==> config.mk <==
export PLATFORM = sky130hd
export DESIGN_NAME = mem_port_requester_flat
export DESIGN_NICKNAME = d
export VERILOG_FILES = /design/src/rtl/mem_port_requester_if.sv /design/src/rtl/mem_port_requester.sv /design/src/flat_wrapper.sv
export SDC_FILE = /design/constraint.sdc
export NUM_CORES = 1
export LEC_CHECK = 0
export ABC_AREA = 1
export BUFFER_PORTS_ARGS = -buffer_cell sky130_fd_sc_hd__buf_4
export CORE_MARGIN = 5
export CORE_UTILIZATION = 55
export CTS_CLUSTER_DIAMETER = 50
export DETAILED_ROUTE_END_ITERATION = 10
export PLACE_DENSITY = 0.85
export RECOVER_POWER = 25
export SYNTH_ARGS = -nofsm -noshare
export SYNTH_HDL_FRONTEND = slang
export SYNTH_SLANG_ARGS = --single-unit
==> constraint.sdc <==
create_clock -name clk -period 2.9 [get_ports clk]
set_input_delay 0.435 -clock clk [delete_from_list [all_inputs] [get_ports clk]]
set_output_delay 0.435 -clock clk [all_outputs]
set_load 0.02 [all_outputs]
==> src/rtl/mem_port_requester_if.sv <==
// rtl/mem_port_requester_if.sv - client and cluster-port signal bundle for mem_port_requester
interface mem_port_requester_if #(
    parameter int ADDR_W = 12,
    parameter int DATA_W = 16,
    parameter int TAG_W  = 2
);
    logic              req_valid;
    logic              req_ready;
    logic [ADDR_W-1:0] req_addr;
    logic              req_wen;
    logic [DATA_W-1:0] req_data;

    logic [TAG_W-1:0]  port_req_tag_out;
    logic [ADDR_W-1:0] port_addr;
    logic [DATA_W-1:0] port_data_in;
    logic              port_wen;
    logic              port_valid;
    logic              freeze_inputs;
    logic [TAG_W-1:0]  port_req_tag_in;
    logic [DATA_W-1:0] port_data_out;
    logic              port_valid_out;

    logic              rsp_valid;
    logic              rsp_ready;
    logic [DATA_W-1:0] rsp_data;
    logic              rsp_wen;
    logic              err_unexpected_rsp;

    modport master (
        input  req_valid, req_addr, req_wen, req_data,
        output req_ready,
        output port_req_tag_out, port_addr, port_data_in, port_wen, port_valid,
        input  freeze_inputs, port_req_tag_in, port_data_out, port_valid_out,
        output rsp_valid, rsp_data, rsp_wen,
        input  rsp_ready,
        output err_unexpected_rsp
    );

    modport slave (
        output req_valid, req_addr, req_wen, req_data,
        input  req_ready,
        input  port_req_tag_out, port_addr, port_data_in, port_wen, port_valid,
        output freeze_inputs, port_req_tag_in, port_data_out, port_valid_out,
        input  rsp_valid, rsp_data, rsp_wen,
        output rsp_ready,
        input  err_unexpected_rsp
    );
endinterface

==> src/rtl/mem_port_requester.sv <==
// rtl/mem_port_requester.sv - tagged request issue with in-order response reorder buffer
module mem_port_requester #(
    parameter int ADDR_W = 12,
    parameter int DATA_W = 16,
    parameter int TAG_W  = 2
) (
    input  logic                 clk,
    input  logic                 reset,
    mem_port_requester_if.master bus
);
    localparam int DEPTH = 2 ** TAG_W;
    localparam logic [TAG_W:0] FULL_COUNT = (TAG_W + 1)'(DEPTH);

    logic [TAG_W-1:0]  head;
    logic [TAG_W-1:0]  tail;
    logic [TAG_W:0]    count;
    logic [DEPTH-1:0]  rob_alloc;
    logic [DEPTH-1:0]  rob_done;
    logic [DEPTH-1:0]  rob_wen;
    logic [DATA_W-1:0] rob_data [DEPTH];

    logic              pv_q;
    logic [TAG_W-1:0]  tag_q;
    logic [ADDR_W-1:0] addr_q;
    logic [DATA_W-1:0] wdata_q;
    logic              wen_q;
    logic              err_q;

    logic req_ready_c;
    logic accept;
    logic take;
    logic retire;
    logic rsp_hit;

    // The output register may reload in the same cycle the cluster takes it.
    assign req_ready_c = (count < FULL_COUNT) & (~pv_q | ~bus.freeze_inputs);
    assign accept      = bus.req_valid & req_ready_c;
    assign take        = pv_q & ~bus.freeze_inputs;
    assign retire      = rob_done[head] & bus.rsp_ready;
    assign rsp_hit     = rob_alloc[bus.port_req_tag_in] & ~rob_done[bus.port_req_tag_in];

    assign bus.req_ready          = req_ready_c;
    assign bus.port_valid         = pv_q;
    assign bus.port_req_tag_out   = tag_q;
    assign bus.port_addr          = addr_q;
    assign bus.port_data_in       = wdata_q;
    assign bus.port_wen           = wen_q;
    assign bus.rsp_valid          = rob_done[head];
    assign bus.rsp_data           = rob_data[head];
    assign bus.rsp_wen            = rob_wen[head];
    assign bus.err_unexpected_rsp = err_q;

    always_ff @(posedge clk) begin
        if (reset) begin
            head      <= '0;
            tail      <= '0;
            count     <= '0;
            rob_alloc <= '0;
            rob_done  <= '0;
            rob_wen   <= '0;
            for (int i = 0; i < DEPTH; i++) begin
                rob_data[i] <= '0;
            end
            pv_q    <= 1'b0;
            tag_q   <= '0;
            addr_q  <= '0;
            wdata_q <= '0;
            wen_q   <= 1'b0;
            err_q   <= 1'b0;
        end else begin
            if (accept) begin
                pv_q    <= 1'b1;
                tag_q   <= tail;
                addr_q  <= bus.req_addr;
                wdata_q <= bus.req_data;
                wen_q   <= bus.req_wen;
            end else if (take) begin
                pv_q <= 1'b0;
            end

            // A response to a free or already-completed slot is dropped, never stored.
            if (bus.port_valid_out) begin
                if (rsp_hit) begin
                    rob_done[bus.port_req_tag_in] <= 1'b1;
                    rob_data[bus.port_req_tag_in] <= bus.port_data_out;
                end else begin
                    err_q <= 1'b1;
                end
            end

            if (retire) begin
                rob_alloc[head] <= 1'b0;
                rob_done[head]  <= 1'b0;
                head            <= head + 1'b1;
            end

            if (accept) begin
                rob_alloc[tail] <= 1'b1;
                rob_done[tail]  <= 1'b0;
                rob_wen[tail]   <= bus.req_wen;
                tail            <= tail + 1'b1;
            end

            case ({accept, retire})
                2'b10:   count <= count + 1'b1;
                2'b01:   count <= count - 1'b1;
                default: count <= count;
            endcase
        end
    end
endmodule

==> src/flat_wrapper.sv <==
// flat-port wrapper written by rule: the top's interface ports become plain ports
module mem_port_requester_flat 
#(
    parameter int ADDR_W = 12,
    parameter int DATA_W = 16,
    parameter int TAG_W  = 2
)
  (clk, reset, bus_req_valid, bus_req_addr, bus_req_wen, bus_req_data, bus_req_ready, bus_port_req_tag_out, bus_port_addr, bus_port_data_in, bus_port_wen, bus_port_valid, bus_freeze_inputs, bus_port_req_tag_in, bus_port_data_out, bus_port_valid_out, bus_rsp_valid, bus_rsp_data, bus_rsp_wen, bus_rsp_ready, bus_err_unexpected_rsp);
  mem_port_requester_if #(.ADDR_W(ADDR_W), .DATA_W(DATA_W), .TAG_W(TAG_W)) bus_i ();
  input  logic clk;
  input  logic reset;
  input wire logic [$bits(bus_i.req_valid)-1:0] bus_req_valid;
  input wire logic [$bits(bus_i.req_addr)-1:0] bus_req_addr;
  input wire logic [$bits(bus_i.req_wen)-1:0] bus_req_wen;
  input wire logic [$bits(bus_i.req_data)-1:0] bus_req_data;
  output wire logic [$bits(bus_i.req_ready)-1:0] bus_req_ready;
  output wire logic [$bits(bus_i.port_req_tag_out)-1:0] bus_port_req_tag_out;
  output wire logic [$bits(bus_i.port_addr)-1:0] bus_port_addr;
  output wire logic [$bits(bus_i.port_data_in)-1:0] bus_port_data_in;
  output wire logic [$bits(bus_i.port_wen)-1:0] bus_port_wen;
  output wire logic [$bits(bus_i.port_valid)-1:0] bus_port_valid;
  input wire logic [$bits(bus_i.freeze_inputs)-1:0] bus_freeze_inputs;
  input wire logic [$bits(bus_i.port_req_tag_in)-1:0] bus_port_req_tag_in;
  input wire logic [$bits(bus_i.port_data_out)-1:0] bus_port_data_out;
  input wire logic [$bits(bus_i.port_valid_out)-1:0] bus_port_valid_out;
  output wire logic [$bits(bus_i.rsp_valid)-1:0] bus_rsp_valid;
  output wire logic [$bits(bus_i.rsp_data)-1:0] bus_rsp_data;
  output wire logic [$bits(bus_i.rsp_wen)-1:0] bus_rsp_wen;
  input wire logic [$bits(bus_i.rsp_ready)-1:0] bus_rsp_ready;
  output wire logic [$bits(bus_i.err_unexpected_rsp)-1:0] bus_err_unexpected_rsp;
  assign bus_i.req_valid = bus_req_valid;
  assign bus_i.req_addr = bus_req_addr;
  assign bus_i.req_wen = bus_req_wen;
  assign bus_i.req_data = bus_req_data;
  assign bus_req_ready = bus_i.req_ready;
  assign bus_port_req_tag_out = bus_i.port_req_tag_out;
  assign bus_port_addr = bus_i.port_addr;
  assign bus_port_data_in = bus_i.port_data_in;
  assign bus_port_wen = bus_i.port_wen;
  assign bus_port_valid = bus_i.port_valid;
  assign bus_i.freeze_inputs = bus_freeze_inputs;
  assign bus_i.port_req_tag_in = bus_port_req_tag_in;
  assign bus_i.port_data_out = bus_port_data_out;
  assign bus_i.port_valid_out = bus_port_valid_out;
  assign bus_rsp_valid = bus_i.rsp_valid;
  assign bus_rsp_data = bus_i.rsp_data;
  assign bus_rsp_wen = bus_i.rsp_wen;
  assign bus_i.rsp_ready = bus_rsp_ready;
  assign bus_err_unexpected_rsp = bus_i.err_unexpected_rsp;
  mem_port_requester #(.ADDR_W(ADDR_W), .DATA_W(DATA_W), .TAG_W(TAG_W)) u_core (.clk(clk), .reset(reset), .bus(bus_i));
endmodule
==> run summary <==
=====================================================================================
Status ................................................................. complete, no violations
Sequential cell area in the final layout ...............................  0.00300 mm2
Layout Nets ............................................................          711
Unrepaired setup endpoints after global routing ........................        false
Utilization of the core after routing ..................................        70.1%
First-pass GRT wire length .............................................     20000 um
Average instance area after synthesis ..................................     9.49 um2
Final Hold Vio Count ...................................................            0
Net Sw Frac ............................................................        24.3%
Slew HR ................................................................        6.91%
Data required time of the worst path ...................................      2470 ps
Seq/Total Area, Yosys ..................................................        58.4%
Clock sink count .......................................................          118
Number of buffers on the longest clock path ............................            2
Setup TNS after final layout ...........................................         0 ps
Net count after synthesis ..............................................          605
Total core area ........................................................  0.00920 mm2
Power density cells ....................................................   659 mW/mm2
Root Buffer ............................................................ sky130_fd_sc_hd__clkbuf_8
RD Place Congestion ....................................................        0.844
Upper clock frequency limit ............................................      407 MHz
Worst Path Max Fanout ..................................................           19
Final Routed Wirelength ................................................     12300 um
EDFF count, synth ......................................................           64
Worst-Skew Late Latency ................................................       510 ps
Switching power of the nets ............................................      1030 uW
Worst vdd rail ir drop .................................................     0.402 mV
Height of the die ......................................................       107 um
Vias per cell ..........................................................         5.42
Number of global-route vias before repair ..............................         4245
Post-route clock skew ..................................................      11.8 ps
Number of antenna repair diodes ........................................            0
Area of the mapped netlist .............................................  0.00514 mm2
Number of cell rows ....................................................           35
CTS-repair resized insts ...............................................            0
Antenna-violating nets left ............................................            0
HPWL after detailed placement ..........................................      8210 um
Synthesized flop and latch total .......................................          118
Iteration-0 DRC Markers ................................................          282
Footprint of the multi-input gates .....................................  0.00181 mm2
CP dominant cell by count .............................................. sky130_fd_sc_hd__buf_4
Number of detailed-route iterations in the first pass ..................            5
Clock-pin slew of the registers on the worst-case setup and hold paths .        60 ps
Fraction of final layout cells sized beyond drive strength 1 ...........        21.9%
Total of hold buffers inserted after clock tree synthesis ..............            0
Most common cell in the netlist ........................................ sky130_fd_sc_hd__nor2_1
Worst Setup Path Type .................................................. flip-flop to output pin
Number of setup buffers added after CTS ................................            0
Reg2Reg Setup Slack ....................................................       510 ps
Placed standard-cell area ..............................................  0.00601 mm2
Part of the cycle the worst path needs .................................        84.7%
Share of Yosys cell area claimed by the top area cell type .............        37.4%
List of most frequent post-synthesis cells ............................. 134 x sky130_fd_sc_hd__nor2_1, 74 x sky130_fd_sc_hd__o21ai_0, 64 x sky130_fd_sc_hd__edfxtp_1, 54 x sky130_fd_sc_hd__dfxtp_1, 48 x sky130_fd_sc_hd__inv_1
Starting utilization of the core area ..................................        55.9%
Filler cell count ......................................................          690
Average routed wire per standard cell ..................................      15.9 um
Number of antenna violations at the first check in global routing ......            0
Total congestion overflow ..............................................            0
Highest-delay cell along the critical path ............................. sky130_fd_sc_hd__inv_1
Quantity of I/O buffers inserted on ports ..............................          104
Final standard cell area without fillers ...............................  0.00644 mm2
Maximum number of pins on one net before global-route repair ...........           40
Path class of the lowest-slack min-delay path .......................... input pin to flip-flop
Overall via count from detail_route ....................................         4182
Number of warnings reported in the yosys synthesis log .................            0
H-tree depth reported by CTS ...........................................            4
Synth area leader ...................................................... sky130_fd_sc_hd__edfxtp_1
Number of maximum-capacitance violations ...............................            0
Total Routing Usage GR .................................................        22.2%
Share of total power in sequential cells ...............................        44.8%
Clock tree from TritonCTS ..............................................        built
CP Cell Sequence ....................................................... inv_1, buf_4, o21ai_0, o22ai_1, buf_4
Min Tclk post-route ....................................................      2450 ps
Least-Margin Pin Slew ..................................................      1400 ps
Internal power contribution ............................................      3220 uW
Static leakage .........................................................   0.00279 uW
Post-synthesis cell type count .........................................           29
# IOs ..................................................................          105
Arrival time of data at the critical path endpoint .....................      2020 ps
Number of cells produced by synthesis ..................................          542
Part of the power in the clock network .................................        44.3%
Share of synthesized flip-flops with an asynchronous set or reset ......           0%
Total setup violations reported at the end of the flow .................            0
Endpoint kind of the worst setup timing path ...........................   output pin
Die area ...............................................................   0.0114 mm2
Portion of total power attributed to combinational logic ...............        10.9%
Ys flop type ........................................................... sky130_fd_sc_hd__edfxtp_1
Cells taking the most area after synthesis ............................. sky130_fd_sc_hd__edfxtp_1 37%, sky130_fd_sc_hd__dfxtp_1 21%, sky130_fd_sc_hd__nor2_1 9.8%
Pins over their slew limit .............................................            0
Delay of the slowest cell on the worst path ............................       410 ps
Die width ..............................................................       107 um
Area growth, synth to finish ...........................................        25.3%
DRC viols ..............................................................            0
Critical Path Start Type ...............................................    flip-flop
Number of buffers created by CTS .......................................           17
=====================================================================================
## final cells by class
class                   count  share of cell area, %
clock inverters            13                   1.77
multi-input cells         345                   28.0
repair buffers            115                   11.9
inverters                  51                   2.97
clock buffers              19                   6.54
flip-flops and latches    118                   46.6
well taps                 111                   2.15
## state kept, by name, indices dropped and copies added (netlist names), 3 cells and up, named ones only
name                     cells
u_core.bus.port_data_in     16
u_core.rob_data             64
u_core.count                 3
u_core.rob_wen               4
u_core.rob_done              4
u_core.rob_alloc             4
u_core.bus.port_addr        12
## layer usage
metal / global-route usage (%) / part of all wire [%] / vias to the layer above
li1: - / - / 2029
met1: 25.0 / 38 / 1979
met2: 39.4 / 51 / 154
met4: 7.58 / 1.6 / 0
met5: 0 / 0 / -
met3: 7.47 / 8.7 / 20
## metrics by stage
| stage | power, uW | hold slack, ps | worst slack (ps) | std cells |
|---|---|---|---|---|
| after floorplan | 2200 | 423 | 674 | 542 |
| after global placement | 2410 | 433 | 769 | 740 |
| after detailed placement | 2420 | 448 | 644 | 740 |
| after CTS | 4300 | 130 | 431 | 772 |
| after global routing | 4410 | 135 | 232 | 772 |
| final | 4250 | 139 | 445 | 772 |
## cell families (layout without fill, tap and decap cells)
kind of cell	count (synthesis)	after routing	synth area share, %
simple gates	221	221	21.0
buf+inv	79	198	6.37
fa+ha+maj	10	10	2.58
flops	118	118	58.4
compound gates	114	114	11.6
## final timing paths
check,startpoint,to,depth (start not counted)
hold / removal,bus_req_data[4],u_core.bus.port_data_in[4]$_SDFFE_PP0N_,3
setup reg to reg,u_core.count[2]$_SDFFE_PP0P_,u_core.rob_wen[3]$_SDFFE_PP0P_,6
hold reg to reg,u_core.count[0]$_SDFFE_PP0P_,u_core.count[0]$_SDFFE_PP0P_,1
setup / recovery,flip-flop,bus_rsp_data[13],5
## cell usage in the layout (no fill, tap or decap), drive strengths merged
cell type    n
edfxtp      64
clkinv      10
clkinvlp     2
and3         1
o21ai       74
buf         90
o22ai       17
nand2       38
nand4        8
ha           9
a21oi       20
dfxtp       54
nand3       27
fa           1
o211ai       3
bufinv       2
nor2       147
inv         50
clkbuf      44
## critical path: cells and delay by family (launching register included)
family,cells,cell delay [ps]
flops,1,310
buf+inv,3,890
compound gates,2,300
## power by group through the flow
stage	Sequential [uW]	Combinational [uW]	Clock (uW)
global placement	1930	477	0
global route	1910	507	1990
detailed placement	1930	490	0
floorplan	1980	218	0
finish	1900	462	1880
CTS	1900	493	1900
(Power assumes the default switching activity.)
